$ cat src/rtl/fma_pkg.sv
// rtl/fma_pkg.sv - shared types and constants for the FMA issue/retire wrapper
package fma_pkg;

    localparam int REC_W     = 33;
    localparam int IEEE_W    = 32;
    localparam int FLAG_W    = 5;
    localparam int TAG_W_MAX = 16;

    // Bit positions inside the {NV,DZ,OF,UF,NX} flag vector.
    typedef enum int unsigned {
        FLAG_NX = 0,
        FLAG_UF = 1,
        FLAG_OF = 2,
        FLAG_DZ = 3,
        FLAG_NV = 4
    } flag_idx_e;

    // Recoded exponent at/above which the value is a normal number, and the
    // offset that turns a recoded normal exponent into the biased IEEE one.
    localparam logic [8:0] EXP_NORM_MIN = 9'd130;
    localparam logic [8:0] EXP_BIAS_ADJ = 9'd129;

    // Tag field is sized for the widest tag any instance may use; each
    // instance fills only its low TAG_W bits.
    typedef struct packed {
        logic [REC_W-1:0]     rec;
        logic [FLAG_W-1:0]    flags;
        logic [TAG_W_MAX-1:0] tag;
    } fifo_entry_t;

endpackage

$ cat src/rtl/recfn_to_ieee_f32.sv
// rtl/recfn_to_ieee_f32.sv - combinational recoded FP32 (33b) to IEEE binary32 decoder
//
// Ports:
//   rec_i  : 33-bit recoded value {sign, exp9, frac23}
//   ieee_o : IEEE-754 binary32 encoding of the same value
module recfn_to_ieee_f32
    import fma_pkg::*;
(
    input  logic [REC_W-1:0]  rec_i,
    output logic [IEEE_W-1:0] ieee_o
);

    logic        sign;
    logic [8:0]  exp9;
    logic [22:0] frac;
    logic [23:0] mant;
    logic [8:0]  shamt;

    assign sign  = rec_i[32];
    assign exp9  = rec_i[31:23];
    assign frac  = rec_i[22:0];
    assign mant  = {1'b1, frac};
    // Only meaningful on the subnormal path (exp9 < 130); shifts past 23
    // naturally flush the fraction to zero.
    assign shamt = EXP_NORM_MIN - exp9;

    always_comb begin
        ieee_o = {sign, 31'd0};
        if (exp9[8:6] == 3'b000) begin
            ieee_o = {sign, 31'd0};
        end else if (exp9[8:6] == 3'b110) begin
            ieee_o = {sign, 8'hFF, 23'd0};
        end else if (exp9[8:6] == 3'b111) begin
            ieee_o = {sign, 8'hFF, frac};
        end else if (exp9 >= EXP_NORM_MIN) begin
            ieee_o = {sign, 8'(exp9 - EXP_BIAS_ADJ), frac};
        end else begin
            ieee_o = {sign, 8'h00, 23'(mant >> shamt)};
        end
    end

endmodule

$ cat src/rtl/fma_issue_retire.sv
// rtl/fma_issue_retire.sv - credit-based issue and FIFO retire around a fixed-latency FMA pipe
//
// Ports:
//   clock, reset               : clock, synchronous active-high reset
//   req_*                      : op request (ready/valid), operands, rounding mode, tag
//   pipe_validin, pipe_*       : issue side of the pipe (no backpressure)
//   pipe_validout, pipe_out,
//   pipe_flags                 : result side of the pipe, LAT cycles after issue
//   resp_*                     : retired result (ready/valid), IEEE data, flags, tag
//   fflags_acc, fflags_clr     : sticky OR of retired flags and its clear
module fma_issue_retire
    import fma_pkg::*;
#(
    parameter int LAT   = 2,
    parameter int DEPTH = 4,
    parameter int TAG_W = 5
) (
    input  logic              clock,
    input  logic              reset,
    input  logic              req_valid,
    output logic              req_ready,
    input  logic [1:0]        req_op,
    input  logic [REC_W-1:0]  req_a,
    input  logic [REC_W-1:0]  req_b,
    input  logic [REC_W-1:0]  req_c,
    input  logic [2:0]        req_rm,
    input  logic [TAG_W-1:0]  req_tag,
    output logic              pipe_validin,
    output logic [1:0]        pipe_op,
    output logic [REC_W-1:0]  pipe_a,
    output logic [REC_W-1:0]  pipe_b,
    output logic [REC_W-1:0]  pipe_c,
    output logic [2:0]        pipe_rm,
    input  logic              pipe_validout,
    input  logic [REC_W-1:0]  pipe_out,
    input  logic [FLAG_W-1:0] pipe_flags,
    output logic              resp_valid,
    input  logic              resp_ready,
    output logic [IEEE_W-1:0] resp_data,
    output logic [FLAG_W-1:0] resp_flags,
    output logic [TAG_W-1:0]  resp_tag,
    output logic [FLAG_W-1:0] fflags_acc,
    input  logic              fflags_clr
);

    localparam int PTR_W = $clog2(DEPTH);
    localparam int CNT_W = PTR_W + 1;

    logic              req_fire;
    logic              resp_fire;

    // Credits: in-flight ops plus FIFO occupancy.
    logic [CNT_W-1:0]  used_q, used_d;

    // Tag delay line, aligned with the pipe latency.
    logic [LAT-1:0]    dl_valid_q;
    logic [TAG_W-1:0]  dl_tag_q [LAT];

    // Result FIFO; pointers carry one extra wrap bit to tell full from empty.
    fifo_entry_t       fifo_mem_q [DEPTH];
    logic [PTR_W:0]    wr_ptr_q, rd_ptr_q;
    logic              fifo_empty;
    logic              fifo_full;
    fifo_entry_t       wr_entry;
    fifo_entry_t       head;
    logic              unused_tag_bits;

    logic [FLAG_W-1:0] acc_q, acc_d;

    // ---------------- issue and credits ----------------
    // Ready looks only at the registered credit count so the consumer's
    // resp_ready never reaches req_ready combinationally.
    assign req_ready    = (used_q < CNT_W'(DEPTH));
    assign req_fire     = req_valid & req_ready;
    assign pipe_validin = req_fire;
    assign pipe_op      = req_op;
    assign pipe_a       = req_a;
    assign pipe_b       = req_b;
    assign pipe_c       = req_c;
    assign pipe_rm      = req_rm;

    always_comb begin
        used_d = used_q;
        case ({req_fire, resp_fire})
            2'b10:   used_d = used_q + CNT_W'(1);
            2'b01:   used_d = used_q - CNT_W'(1);
            default: used_d = used_q;
        endcase
    end

    always_ff @(posedge clock) begin
        if (reset) begin
            used_q <= '0;
        end else begin
            used_q <= used_d;
        end
    end

    // ---------------- tag delay line ----------------
    always_ff @(posedge clock) begin
        if (reset) begin
            dl_valid_q <= '0;
        end else begin
            dl_valid_q[0] <= pipe_validin;
            for (int i = 1; i < LAT; i++) begin
                dl_valid_q[i] <= dl_valid_q[i-1];
            end
        end
    end

    always_ff @(posedge clock) begin
        dl_tag_q[0] <= req_tag;
        for (int i = 1; i < LAT; i++) begin
            dl_tag_q[i] <= dl_tag_q[i-1];
        end
    end

    // ---------------- result FIFO ----------------
    assign fifo_empty = (wr_ptr_q == rd_ptr_q);
    assign fifo_full  = (wr_ptr_q[PTR_W] != rd_ptr_q[PTR_W]) &&
                        (wr_ptr_q[PTR_W-1:0] == rd_ptr_q[PTR_W-1:0]);

    always_comb begin
        wr_entry                = '0;
        wr_entry.rec            = pipe_out;
        wr_entry.flags          = pipe_flags;
        wr_entry.tag[TAG_W-1:0] = dl_tag_q[LAT-1];
    end

    always_ff @(posedge clock) begin
        if (pipe_validout) begin
            fifo_mem_q[wr_ptr_q[PTR_W-1:0]] <= wr_entry;
        end
    end

    always_ff @(posedge clock) begin
        if (reset) begin
            wr_ptr_q <= '0;
            rd_ptr_q <= '0;
        end else begin
            if (pipe_validout) begin
                wr_ptr_q <= wr_ptr_q + (PTR_W+1)'(1);
            end
            if (resp_fire) begin
                rd_ptr_q <= rd_ptr_q + (PTR_W+1)'(1);
            end
        end
    end

    assign head            = fifo_mem_q[rd_ptr_q[PTR_W-1:0]];
    assign resp_valid      = ~fifo_empty;
    assign resp_fire       = resp_valid & resp_ready;
    assign resp_flags      = head.flags;
    assign resp_tag        = head.tag[TAG_W-1:0];
    assign unused_tag_bits = ^head.tag;

    recfn_to_ieee_f32 u_dec (
        .rec_i  (head.rec),
        .ieee_o (resp_data)
    );

    // ---------------- sticky flags ----------------
    // A clear in the same cycle as a retire keeps only the retiring flags.
    always_comb begin
        acc_d = acc_q;
        if (fflags_clr) begin
            acc_d = resp_fire ? resp_flags : '0;
        end else if (resp_fire) begin
            acc_d = acc_q | resp_flags;
        end
    end

    always_ff @(posedge clock) begin
        if (reset) begin
            acc_q <= '0;
        end else begin
            acc_q <= acc_d;
        end
    end

    assign fflags_acc = acc_q;

    // ---------------- invariants ----------------
    a_tag_align: assert property (@(posedge clock) disable iff (reset)
        dl_valid_q[LAT-1] == pipe_validout);

    a_no_overflow: assert property (@(posedge clock) disable iff (reset)
        !(pipe_validout && fifo_full));

endmodule

$ cat config.mk
export PLATFORM = sky130hd
export DESIGN_NAME = fma_issue_retire
export DESIGN_NICKNAME = d
export VERILOG_FILES = /design/src/rtl/fma_pkg.sv /design/src/rtl/recfn_to_ieee_f32.sv /design/src/rtl/fma_issue_retire.sv
export SDC_FILE = /design/constraint.sdc
export NUM_CORES = 1
export LEC_CHECK = 0
export ABC_AREA = 0
export BUFFER_PORTS_ARGS = -buffer_cell sky130_fd_sc_hd__clkbuf_2
export CAP_MARGIN = 40
export CORE_ASPECT_RATIO = 0.75
export CORE_MARGIN = 1
export CORE_UTILIZATION = 25
export DETAILED_ROUTE_END_ITERATION = 10
export PLACE_DENSITY = 0.47
export RECOVER_POWER = 100
export SLEW_MARGIN = 15
export SYNTH_ARGS = -nofsm -noshare
export SYNTH_HDL_FRONTEND = slang
export SYNTH_SLANG_ARGS = --single-unit
$ cat constraint.sdc
create_clock -name clock -period 8.37 [get_ports clock]
set_clock_uncertainty 0.05 [all_clocks]
set_input_delay 1.2555 -clock clock [delete_from_list [all_inputs] [get_ports clock]]
set_output_delay 1.2555 -clock clock [all_outputs]
set_load 0.005 [all_outputs]
# --- Word level (Yosys, flattened, before mapping) ---
# Memories as Yosys holds them, arrays and structs flattened. A register that Yosys moved wholly into a read port is not among the register bits.
# Cells that the tools add are included.
word_totals:
  inputBits: 153
  word_cells: 39
  memories: 2
  reg_bits: 14
  mem_bits_rw: 182
mem_list:
  columns: ["name", "words", "word_bits", "read_ports", "rd_clocked_by_memory_dff", "write_ports", "line", "text"]
  rows:
  - ["fifo_mem_q", 4, 43, 1, 1, 1, "fma_issue_retire.sv:60", "fifo_entry_t fifo_mem_q [DEPTH];"]
  - ["dl_tag_q", 2, 5, 2, 0, 2, "fma_issue_retire.sv:57", "logic [TAG_W-1:0] dl_tag_q [LAT];"]
classes:
  n_mux: 12
  reduce_logical: 3
  shifts: 1
  n_eq_ne: 5
  addsub: 6
  bitwise_logic: 4
  order_cmp: 2
op_table:
  columns: ["op", "n"]
  rows:
  - ["2-to-1 mux 31 bit", 4]
  - [">> shifter 24 x 9 -> 23 bit", 1]
  - ["2-to-1 mux 5 bit", 3]
  - ["adder 3 x 1 -> 3 bit (second input constant)", 3]
  - [">= comparator 9 x 8 -> 1 bit (second input constant)", 1]
  - ["subtractor 8 x 9 -> 9 bit (first input constant)", 1]
  - ["subtractor 8 bit (second input constant)", 1]
  - ["== test 3 bit (second input constant)", 2]
  - ["one-hot mux 3 bit (2 select lines)", 1]
  - ["OR 5 bit", 1]
  - ["2-to-1 mux 2 bit", 2]
  - ["nonzero test 2 bit", 2]
  - ["== test 3 bit", 1]
  - ["zero test 3 bit", 1]
  - ["< comparator 3 bit (second input constant)", 1]
  - ["subtractor 3 x 1 -> 3 bit (second input constant)", 1]
  - ["bitwise AND 1 bit", 2]
  - ["== test 2 x 1 -> 1 bit (second input constant)", 1]
  - ["== test 2 bit (second input constant)", 1]
  - ["2-to-1 mux 1 bit", 2]
  - ["inverter 1 bit", 1]

# --- Longest topological paths before layout ---
logic_depth:
  ltp_word: 6
  mapped_depth: 15

# --- Cells and area by module ---
# A second synthesis with hierarchy kept.
hier_totals:
  hier_cells: 702
  area_unflattened_um2: 10024.6
modules_own_cells:
  columns: ["module", "cells_per_inst", "instances", "area_per_inst_um2"]
  rows:
  - ["fma_issue_retire", 434, 1, 8082.8]
  - ["recfn_to_ieee_f32", 268, 1, 1941.9]

# --- Worst setup path before layout ---
# Ideal clock, no wire load.
synth_path:
  path_kind: "register -> output"
  startpoint: "register with a tool-made name"
  endpoint: "output port resp_data[2]"
  arrival_ns: 3.575
  slack_ns: 3.489
  stages_incl_launch_ff: 13
  n_path_buf: 4
  required_ns: 7.065
  path_cell_list: "dfxtp_1 > buf_6 > mux4_2 > clkbuf_1 > buf_2 > buf_2 > ha_1 > or4_1 > o32a_1 > a211oi_4 > and2_4 > a22oi_1 > o21ai_2"
synth_lines:
  columns: ["item", "line", "text"]
  rows:
  - ["end: declaration", "fma_issue_retire.sv:39", "output logic [IEEE_W-1:0] resp_data,"]

==> metrics <==
result of the run finished with violations; failing checks max-capacitance violations, max-slew violations; area post-placement about 10000 um^2; Slew Limit Headroom -1.05; internal power consumption 1990 uW; cell count of the worst reg-to-reg path 3; crit path time final 6.76 ns; final instance count without filler cells 1220; 1st-pass router iterations 6; total count of max-transition violations in the final report 167; number of global-route vias before repair 5437; half-perimeter wire length after placement 17400 um; total number of yosys warnings 0; area enclosed by the die boundary 39700 um^2; count of boundary I/O pins 307; final global-route overflow total 0; part of the Yosys area used for sequential elements 0.585; category of the critical setup timing path reg2out; netlist area before placement 9730 um^2; worst hold path class reg2reg; total clock buffers created by CTS 17; post-cts hold buffer count 0; routed length per instance slightly above 20 um; cell area after layout 10600 um^2; starting density of the core 0.254; global placement routability congestion 0.822; total negative setup slack 0 ns; Max Fanout on Critical Path 29; cell count after synthesis 699; Worst Setup Slack post-DPL 2.83 ns; total routing usage reported by global routing 0.126; Chip Height between 150 and 200 um; number of instances in the placed design 1186; number of setup violations in the final report 0; count of buffers inserted at the top-level ports 98; Final Routed Wirelength 25100 um; number of standard-cell rows in the floorplan 62; WP data arrival ~5.5 ns; register share of total power 0.374; Synth Net Count 862; sw frac 0.363; flops & latches, synth around 200; detailed-route via count between 5000 and 6000; required time of the worst setup path 7.06 ns; post-CTS setup repair buffer count 0; dominant combinational cell family by area after synthesis multiplexers; async set-reset flop share out of synthesis 0; simple-gate portion of the synthesized area 0.0650; category of the worst setup path capture point primary output; worst setup margin approximately 1.6 ns; ratio of final minimum period to clock period 0.807; Synth Area in Compound Gates 0.0731; type of element launching the critical path flip-flop; post-synthesis to final-layout area growth 9.06%; post-detailed-route DRC marker count 0; TritonCTS clock tree yes; fraction of the mapped netlist area in adder cells 0.0136; Fill cells 3965; FMAX 148 MHz; TritonCTS sink count approximately 200; fraction of final layout cells sized beyond drive strength 1 0.232; Worst-path clk slew roughly 0.09 ns; pwr/cell area 294 nW/um^2; insertion delay of the later-clocked pin in the worst-skew pair 0.44 ns; power share of the combinational group 0.351; antenna violations before repair 4; max-cap violations 4; Die W approximately 230 um; wire length of the first global-routing pass roughly 37000 um; Min-Delay Path Depth 0; Post-Synthesis Mean Instance Area 13.9 um^2; cell leakage power 0.00350 uW; fraction of the core area covered by cells at the end of the flow 0.277; slew of the pin with the lowest slew margin 3.08 ns; xor/xnor cell area share of the yosys netlist 0.0197; vias per inst 4.60; maximum root-to-sink buffer count 2; number of unique standard cell types used by synthesis 57; setup repair after global routing missed its margin no; peak supply drop 0.000161 V; clock network power share 0.275; Hold Fails Final Rpt 0; depth of the CTS H-tree 4; Post-CTS Resized 0; primary flip-flop cell chosen by synthesis mapping sky130_fd_sc_hd__edfxtp_1; Root Buffer Master sky130_fd_sc_hd__clkbuf_16; DRC violation total after the first TritonRoute iteration 537; multiplexer share of the synthesized area 0.143; total core area 38300 um^2; maximum number of pins on one net before global-route repair between 40 and 50; Final nets roughly 860; Post-synth EDFFs about 170; remaining antenna violation count 0; Switch Pwr 1130 uW
## registers in the layout (all words and copies together), names as in the netlist, named ones only
| name | flops |
|---|---|
| rd_ptr_q | 3 |
| fifo_mem_q | 172 |
| fflags_acc | 5 |
| wr_ptr_q | 3 |
| dl_tag_q | 10 |
| used_q | 3 |
## metal layers
layer	up-vias	wire length, um	track usage	part of all wire
met5	-	13	0	0.00052
met4	2	1090	0.0701	0.044
met3	95	1870	0.0346	0.075
met2	216	11400	0.187	0.45
met1	2766	10700	0.165	0.43
li1	2531	-	-	-
## layout make-up
type	instances	area, um^2	share of cell area
diodes	2	5.00	0.000472
clock buffers	17	425	0.0401
clock inverters	15	208	0.0196
inverters	13	48.8	0.00460
multi-input cells	350	3050	0.287
flip-flops and latches	198	5690	0.536
well taps	512	641	0.0604
repair buffers	113	546	0.0514
## cells by family after synthesis
kind of cell,after synthesis
flops,198
buf+inv,151
simple gates,133
compound gates,104
mux,82
xor+xnor,21
fa+ha+maj,10
## layout by cell type, fill, tap and decap left out, drive strengths merged, types with 7 or more instances in the layout
| master | netlist | routed |
|---|---|---|
| edfxtp | 172 | 172 |
| clkbuf | 21 | 120 |
| mux4 | 44 | 44 |
| nor2 | 40 | 40 |
| nand2 | 37 | 37 |
| dfxtp | 26 | 26 |
| a21oi | 25 | 25 |
| mux2i | 23 | 23 |
| inv | 13 | 23 |
| o21ai | 20 | 20 |
| o211ai | 16 | 16 |
| mux2 | 15 | 15 |
| xnor2 | 15 | 15 |
| a211oi | 12 | 12 |
| and2 | 12 | 12 |
| nand3 | 11 | 11 |
| buf | 117 | 10 |
| a22oi | 9 | 9 |
| ha | 9 | 9 |
| nor3 | 7 | 7 |
## power by group through the flow
stage	sequential (uW)	clock, uW	combinational (uW)
after floorplan	1170	0	787
after global placement	1180	0	1110
after detailed placement	1190	0	1110
after CTS	1160	880	1110
after global routing	1170	912	1190
final	1160	857	1090
## per-stage QoR
step | hold WS [ns] | total power (uW)
final | 0.281 | 3110
after detailed placement | 0.262 | 2290
after global placement | 0.260 | 2300
after global routing | 0.297 | 3280
after floorplan | 0.260 | 1950
after CTS | 0.282 | 3150
## path summary, 6_finish.rpt
path,startpoint,to,slack (ns)
min,dl_tag_q[0][2],dl_tag_q[0][7],0.28
max reg2reg,wr_ptr_q[0],fifo_mem_q[3][20],4.73
min reg2reg,dl_tag_q[0][2],dl_tag_q[0][7],0.28
max,flip-flop,resp_data[1],1.61
## cell usage after synthesis, types with 4 or more instances
master | count | area, um^2
sky130_fd_sc_hd__mux4_2 | 44 | 991
sky130_fd_sc_hd__a221oi_1 | 5 | 43.8
sky130_fd_sc_hd__or3_1 | 4 | 25.0
sky130_fd_sc_hd__xnor2_1 | 14 | 123
sky130_fd_sc_hd__nor2b_1 | 6 | 37.5
sky130_fd_sc_hd__buf_4 | 104 | 781
sky130_fd_sc_hd__inv_1 | 12 | 45.0
sky130_fd_sc_hd__a211oi_1 | 10 | 75.1
sky130_fd_sc_hd__and2_1 | 11 | 68.8
sky130_fd_sc_hd__nor3_1 | 6 | 30.0
sky130_fd_sc_hd__nor2_1 | 40 | 150
sky130_fd_sc_hd__mux2i_1 | 23 | 230
sky130_fd_sc_hd__edfxtp_1 | 172 | 5160
sky130_fd_sc_hd__mux2_2 | 15 | 169
sky130_fd_sc_hd__xor2_1 | 6 | 52.6
sky130_fd_sc_hd__o21ai_0 | 14 | 70.1
sky130_fd_sc_hd__ha_1 | 9 | 113
sky130_fd_sc_hd__dfxtp_1 | 26 | 521
sky130_fd_sc_hd__clkbuf_1 | 21 | 78.8
sky130_fd_sc_hd__a21oi_1 | 25 | 125
sky130_fd_sc_hd__nand2b_1 | 4 | 25.0
sky130_fd_sc_hd__a22oi_1 | 9 | 67.6
sky130_fd_sc_hd__o21ai_1 | 5 | 25.0
sky130_fd_sc_hd__o211ai_1 | 16 | 120
sky130_fd_sc_hd__nand3_1 | 11 | 55.1
sky130_fd_sc_hd__buf_2 | 10 | 50.1
sky130_fd_sc_hd__nand2_1 | 37 | 139
sky130_fd_sc_hd__and3_1 | 5 | 31.3
## critical path, cell delays in order, from the launching register on
cell                       delay, ns
sky130_fd_sc_hd__dfxtp_1        1.07
sky130_fd_sc_hd__buf_4          0.67
sky130_fd_sc_hd__mux4_2         0.73
sky130_fd_sc_hd__a211oi_1       0.44
sky130_fd_sc_hd__xnor2_1        0.13
sky130_fd_sc_hd__o31ai_2        0.22
sky130_fd_sc_hd__clkbuf_1       0.57
sky130_fd_sc_hd__a21boi_1       0.50
sky130_fd_sc_hd__a211oi_1       0.16
sky130_fd_sc_hd__nor3_1         0.32
sky130_fd_sc_hd__clkbuf_1       0.17
(Power assumes the default switching activity.)
